==> src/rtl/sample_capture_pkg.sv <==
// Shared types and defaults for the trigger-controlled sample capture buffer.
// DATA_W default matches the decimator output width.
package sample_capture_pkg;

  localparam int DATA_W_DEF = 10;
  localparam int ADDR_W_DEF = 8;

  typedef enum logic [2:0] {
    ST_IDLE  = 3'd0,
    ST_PRE   = 3'd1,
    ST_ARMED = 3'd2,
    ST_POST  = 3'd3,
    ST_DONE  = 3'd4
  } cap_state_e;

  function automatic int depth_of(input int addr_w);
    return 1 << addr_w;
  endfunction

endpackage

==> src/rtl/sample_capture_ram.sv <==
// Simple dual-port RAM: one write port, one registered read port (read-before-write).
// Storage is deliberately not reset so it maps onto block RAM.
module sample_capture_ram
  import sample_capture_pkg::*;
#(
  parameter int DATA_W = DATA_W_DEF,
  parameter int ADDR_W = ADDR_W_DEF
) (
  input  logic              clk,
  input  logic              rstn,
  input  logic              we,
  input  logic [ADDR_W-1:0] wr_addr,
  input  logic [DATA_W-1:0] wr_data,
  input  logic [ADDR_W-1:0] rd_addr,
  output logic [DATA_W-1:0] rd_data
);

  localparam int DEPTH = depth_of(ADDR_W);

  logic [DATA_W-1:0] mem [DEPTH];

  always_ff @(posedge clk) begin
    if (we) mem[wr_addr] <= wr_data;
  end

  // Same-address read during a write returns the previous contents.
  always_ff @(posedge clk or negedge rstn) begin
    if (!rstn) rd_data <= '0;
    else       rd_data <= mem[rd_addr];
  end

endmodule

==> src/rtl/sample_capture.sv <==
// Trigger-controlled circular capture of decimated samples: freezes DEPTH samples
// around a level-crossing or forced trigger, with programmable pre-trigger depth.
module sample_capture
  import sample_capture_pkg::*;
#(
  parameter int DATA_W = DATA_W_DEF,
  parameter int ADDR_W = ADDR_W_DEF
) (
  input  logic              clk,
  input  logic              rstn,
  input  logic              sample_valid,
  input  logic [DATA_W-1:0] sample_data,
  input  logic              arm,
  input  logic [ADDR_W-1:0] pre_trig,
  input  logic [DATA_W-1:0] trig_level,
  input  logic              trig_rising,
  input  logic              force_trig,
  output logic              busy,
  output logic              done,
  output logic [ADDR_W-1:0] start_addr,
  input  logic [ADDR_W-1:0] rd_addr,
  output logic [DATA_W-1:0] rd_data,
  output logic [2:0]        dbg_state
);

  cap_state_e        state;
  logic [ADDR_W-1:0] wr_ptr;
  logic [ADDR_W-1:0] pre_q;
  logic [ADDR_W-1:0] post_cnt;
  logic [DATA_W-1:0] level_q;
  logic [DATA_W-1:0] prev;
  logic              rising_q;
  logic              prev_valid;
  logic              force_q;

  logic              capturing;
  logic              wr_en;
  logic              rise_hit;
  logic              fall_hit;
  logic              trig_hit;
  logic [ADDR_W-1:0] post_init;

  // A strobe coinciding with arm belongs to the old capture and is dropped.
  assign capturing = (state == ST_PRE) || (state == ST_ARMED) || (state == ST_POST);
  assign wr_en     = sample_valid && !arm && capturing;

  assign rise_hit  = prev_valid && rising_q  && (prev <  level_q) && (level_q <= sample_data);
  assign fall_hit  = prev_valid && !rising_q && (prev >= level_q) && (level_q >  sample_data);
  assign trig_hit  = force_q || rise_hit || fall_hit;

  // DEPTH-1-pre_trig, computed modulo DEPTH.
  assign post_init = {ADDR_W{1'b1}} - pre_q;

  assign dbg_state = state;

  always_ff @(posedge clk or negedge rstn) begin
    if (!rstn) begin
      state      <= ST_IDLE;
      wr_ptr     <= '0;
      pre_q      <= '0;
      post_cnt   <= '0;
      level_q    <= '0;
      prev       <= '0;
      rising_q   <= 1'b0;
      prev_valid <= 1'b0;
      force_q    <= 1'b0;
      busy       <= 1'b0;
      done       <= 1'b0;
      start_addr <= '0;
    end else if (arm) begin
      wr_ptr     <= '0;
      prev_valid <= 1'b0;
      force_q    <= 1'b0;
      pre_q      <= pre_trig;
      level_q    <= trig_level;
      rising_q   <= trig_rising;
      busy       <= 1'b1;
      done       <= 1'b0;
      state      <= (pre_trig == '0) ? ST_ARMED : ST_PRE;
    end else begin
      if (force_trig && ((state == ST_PRE) || (state == ST_ARMED)))
        force_q <= 1'b1;

      if (wr_en) begin
        prev       <= sample_data;
        prev_valid <= 1'b1;
        wr_ptr     <= wr_ptr + 1'b1;
      end

      if (sample_valid) begin
        case (state)
          ST_PRE: begin
            if (wr_ptr == pre_q - 1'b1) state <= ST_ARMED;
          end
          ST_ARMED: begin
            if (trig_hit) begin
              start_addr <= wr_ptr - pre_q;
              post_cnt   <= post_init;
              force_q    <= 1'b0;
              if (post_init == '0) begin
                state <= ST_DONE;
                busy  <= 1'b0;
                done  <= 1'b1;
              end else begin
                state <= ST_POST;
              end
            end
          end
          ST_POST: begin
            post_cnt <= post_cnt - 1'b1;
            if (post_cnt == {{(ADDR_W-1){1'b0}}, 1'b1}) begin
              state <= ST_DONE;
              busy  <= 1'b0;
              done  <= 1'b1;
            end
          end
          default: ;
        endcase
      end
    end
  end

  sample_capture_ram #(
    .DATA_W(DATA_W),
    .ADDR_W(ADDR_W)
  ) u_ram (
    .clk    (clk),
    .rstn   (rstn),
    .we     (wr_en),
    .wr_addr(wr_ptr),
    .wr_data(sample_data),
    .rd_addr(rd_addr),
    .rd_data(rd_data)
  );

endmodule

==> config.mk <==
export PLATFORM = sky130hd
export DESIGN_NAME = sample_capture
export DESIGN_NICKNAME = d
export VERILOG_FILES = /design/src/rtl/sample_capture_pkg.sv /design/src/rtl/sample_capture_ram.sv /design/src/rtl/sample_capture.sv
export SDC_FILE = /design/constraint.sdc
export NUM_CORES = 2
export LEC_CHECK = 0
export CORE_ASPECT_RATIO = 1.25
export CORE_MARGIN = 8
export CORE_UTILIZATION = 51
export DETAILED_ROUTE_END_ITERATION = 10
export GPL_TIMING_DRIVEN = 0
export HOLD_SLACK_MARGIN = 0.02
export PLACE_DENSITY = 0.66
export SKIP_CTS_REPAIR_TIMING = 1
export SYNTH_ARGS = -nofsm -noshare
export SYNTH_HDL_FRONTEND = slang
export SYNTH_SLANG_ARGS = --single-unit
==> constraint.sdc <==
create_clock -name clk -period 3.27 [get_ports clk]
set_clock_uncertainty 0.2 [all_clocks]
set_input_delay 0.4905 -clock clk [delete_from_list [all_inputs] [get_ports clk]]
set_output_delay 0.4905 -clock clk [all_outputs]
set_load 0.02 [all_outputs]
==> results.sh <==
export IMPL_run_status="finished, violations left"
export IMPL_violated_checks="negative setup slack"
export IMPL_numPortBuffers=60
export IMPL_routed_wl_mm=286.0
export IMPL_viasPerCell=6.483
export IMPL_vias_in_the_first_global_route=51360
export IMPL_grt_start_max_net_pins=145
export IMPL_fillers=13780
export IMPL_clock_path_buffers=3
export IMPL_multi_input_comb_area_um2=23650
export IMPL_timing_final_setup_violations=240
export IMPL_fmax_mhz=287.2
export IMPL_worstSetupPathType="input pin to flop"
export IMPL_layout_setup_ws_ns=-0.2122
export IMPL_antenna_viol_nets_final=0
export IMPL_place_hpwl_mm=179.6
export IMPL_cellPowerDensity_nw_per_um2=583.4
export IMPL_root_buffer="sky130_fd_sc_hd__clkbuf_16"
export IMPL_pin_count=65
export IMPL_design_area_um2=118600
export IMPL_placed_cell_count=7415
export IMPL_synth_seq_cells=2630
export IMPL_slew_limit_headroom_pct=19.52
export IMPL_grt_setup_unrepaired="yes"
export IMPL_power_leakage_nw=37.21
export IMPL_placeableCoreArea_um2=199000
export IMPL_synth_area_leader_cell="sky130_fd_sc_hd__edfxtp_1"
export IMPL_worst_ep_arrival_time_ns=3.95
export IMPL_cp_start_kind="input pin"
export IMPL_latest_clock_arrival_within_the_worst_skew_pair_ns=0.89
export IMPL_cpMaxStageDelayCell="sky130_fd_sc_hd__clkdlybuf4s50_1"
export IMPL_worst_ep_required_time_ns=3.73
export IMPL_final_setup_tns_ns=-9.884
export IMPL_fin_crit_ns=3.482
export IMPL_clock_sinks=2630
export IMPL_die_area_um2=215000
export IMPL_dr_pass1_iters=8
export IMPL_timing_critical_path_cells="clkdlybuf4s50_1 -> clkbuf_2 -> clkbuf_2 -> buf_2 -> mux2i_1 -> o22ai_1 -> nor3_2 -> a311oi_4"
export IMPL_nNetsFinal=5320
export IMPL_postSynthAreaPerCell_um2=21.53
export IMPL_drv_slew=0
export IMPL_drv_cap=0
export IMPL_cts_made_buffers=237
export IMPL_gpl_final_weighted_congestion=0.8850
export IMPL_detailroute_via_count=52070
export IMPL_cts_htree_levels=4
export IMPL_synthArstFlopShare_pct=2.662
export IMPL_syn_to_final_growth_pct=16.05
export IMPL_yosysWarningCount=0
export IMPL_tritoncts_clock_tree="done"
export IMPL_grt_remaining_overflow=0
export IMPL_layout_cells_sized_above_1_pct=30.35
export IMPL_final_min_period_over_clock_period_pct=106.5
export IMPL_synth_edf_count=2560
export IMPL_hold_path_class="input pin to flop"
export IMPL_finalHoldViolCount=0
export IMPL_cpMostUsedCell="sky130_fd_sc_hd__clkbuf_2"
export IMPL_post_synth_num_cell_types=56
export IMPL_detail_route_iter0_violations=6754
export IMPL_grt_first_pass_wirelength_mm=384.3
export IMPL_chipWidth_um=416.4
export IMPL_post_synth_instance_area_um2=102200
export IMPL_post_layout_nonfiller_instances=8032
export IMPL_detail_route_drc_violations=0
export IMPL_critical_path_max_stage_delay_ns=0.66
export IMPL_worstSetupEndpointType="flop"
export IMPL_ir_worst_vdd_mv=0.5311
export IMPL_fp_row_count=183
export IMPL_critical_path_max_fanout=10
export IMPL_netlist_area_leader_share_pct=75.23
export IMPL_clk_pin_slew_ns=0.06
export IMPL_netlist_top_cells_area="sky130_fd_sc_hd__edfxtp_1 (75%), sky130_fd_sc_hd__mux4_2 (15%), sky130_fd_sc_hd__dfrtp_1 (1.7%), sky130_fd_sc_hd__mux2i_1 (1.1%), sky130_fd_sc_hd__nor2_1 (1.1%)"
export IMPL_track_usage_pct=25.21
export IMPL_antenna_violations_before_repair=15
export IMPL_avgRoutedWirePerCell_um=35.61
export IMPL_tightest_slew_ns=1.198
export IMPL_synth_ff_type="sky130_fd_sc_hd__edfxtp_1"
export IMPL_die_h_um=516.5
export IMPL_cell_area_placed_um2=106600
export IMPL_synthCells=4747
export IMPL_ff_latch_area_um2=78630
export IMPL_effective_utilization_at_floorplan_pct=51.36
export IMPL_synth_yosys_seq_area_share_pct=76.94
export IMPL_postSynthNetCount=4825
==> synth_stat cells (all sizes together), types with 10 or more instances <==
cell    number
a311oi      10
o221ai      30
dfrtp       70
nor2b       12
mux2i      113
a211oi      24
or2         11
nor3        28
o21ai       47
buf        143
nand2b      11
clkbuf     129
inv         43
a22o        29
mux4       670
a22oi       71
a21oi       99
o22ai       41
nand3       52
a31oi       23
nand4       20
nor2       293
edfxtp    2560
nand2      106
ha          35
==> metrics by stage <==
stage / setup slack (ns) / hold WS, ns / total power [mW] / util, %
after detailed placement: -2.515 / 0.2760 / 42.26 / 53.56
final: -0.2122 / 0.009985 / 69.19 / 59.60
after CTS: -1.576 / -0.6569 / 69.06 / 57.35
after floorplan: 0.09148 / -0.005091 / 40.15 / -
after global routing: -0.1298 / -0.005877 / 70.78 / 59.60
after global placement: -8.315 / 0.2659 / 42.54 / 53.29
==> state kept, by name (all words and copies together) (netlist names) <==
| name | flops |
|---|---|
| busy | 1 |
| dbg_state | 3 |
| done | 1 |
| force_q | 1 |
| level_q | 10 |
| post_cnt | 8 |
| pre_q | 8 |
| prev | 10 |
| prev_valid | 1 |
| rising_q | 1 |
| start_addr | 8 |
| u_ram.mem | 2560 |
| u_ram.rd_data | 10 |
| wr_ptr | 8 |
==> metal layers <==
| layer | global-route usage [%] | wire length, µm |
|---|---|---|
| met5 | 0.4181 | 7 |
| met4 | 12.08 | 16920 |
| met3 | 4.815 | 25060 |
| met2 | 42.45 | 143900 |
| met1 | 31.79 | 100100 |
==> area by class of cell <==
cell class / instances / share of cell area (%)
antenna: 3 / 0.006330
buffer: 269 / 1.303
clock buffer: 299 / 5.283
clock inverter: 137 / 1.075
inverter: 43 / 0.1361
multi-input combinational: 1802 / 19.94
sequential: 2630 / 66.30
tap: 2590 / 2.733
timing repair buffer: 259 / 3.221
==> critical path: cells and delay by family <==
family                 cells  cell delay (ns)
AND/OR/NAND/NOR            1             0.53
AO/OA/AOI/OAI              2             0.34
buffers and inverters      4             2.15
multiplexers               1             0.37
==> where the power goes <==
part	leakage (nW)	switching [mW]	internal, mW
clock network	3.68	12.3	15.0
registers	23.9	0.165	37.1
logic	9.67	2.91	1.68
==> path summary, 6_finish.rpt <==
check | depth (start not counted) | from | slack [ns] | to
worst max-delay path | 8 | rd_addr[3] | -0.21 | u_ram.rd_data[7]
worst min-delay path | 1 | sample_data[5] | 0.01 | u_ram.mem[44][5]
worst max register to register | 4 | wr_ptr[4] | -0.10 | u_ram.mem[254][4]
worst min register to register | 2 | prev[7] | 0.29 | prev[7]
max in group asynchronous | 4 | rstn | 2.10 | u_ram.rd_data[3]
min in group asynchronous | 4 | rstn | 0.48 | post_cnt[6]
==> logic make-up after synthesis <==
group           share of synthesized area (%)
compound gates                          2.575
xor+xnor                               0.1457
fa+ha+maj                              0.4481
buf+inv                                 1.526
flops                                   76.94
mux                                     15.97
simple gates                            2.389
==> layout by cell type, fill, tap and decap left out, types with 77 or more instances in the layout <==
| cell | netlist | layout |
|---|---|---|
| sky130_fd_sc_hd__nor2_4 | 0 | 157 |
| sky130_fd_sc_hd__clkbuf_16 | 0 | 240 |
| sky130_fd_sc_hd__buf_12 | 0 | 77 |
| sky130_fd_sc_hd__a21oi_1 | 99 | 99 |
| sky130_fd_sc_hd__mux2i_1 | 113 | 113 |
| sky130_fd_sc_hd__mux4_2 | 670 | 670 |
| sky130_fd_sc_hd__clkbuf_1 | 129 | 114 |
| sky130_fd_sc_hd__edfxtp_1 | 2560 | 2560 |
| sky130_fd_sc_hd__nand2_1 | 106 | 89 |
| sky130_fd_sc_hd__buf_4 | 38 | 86 |
(Power assumes the default switching activity.)
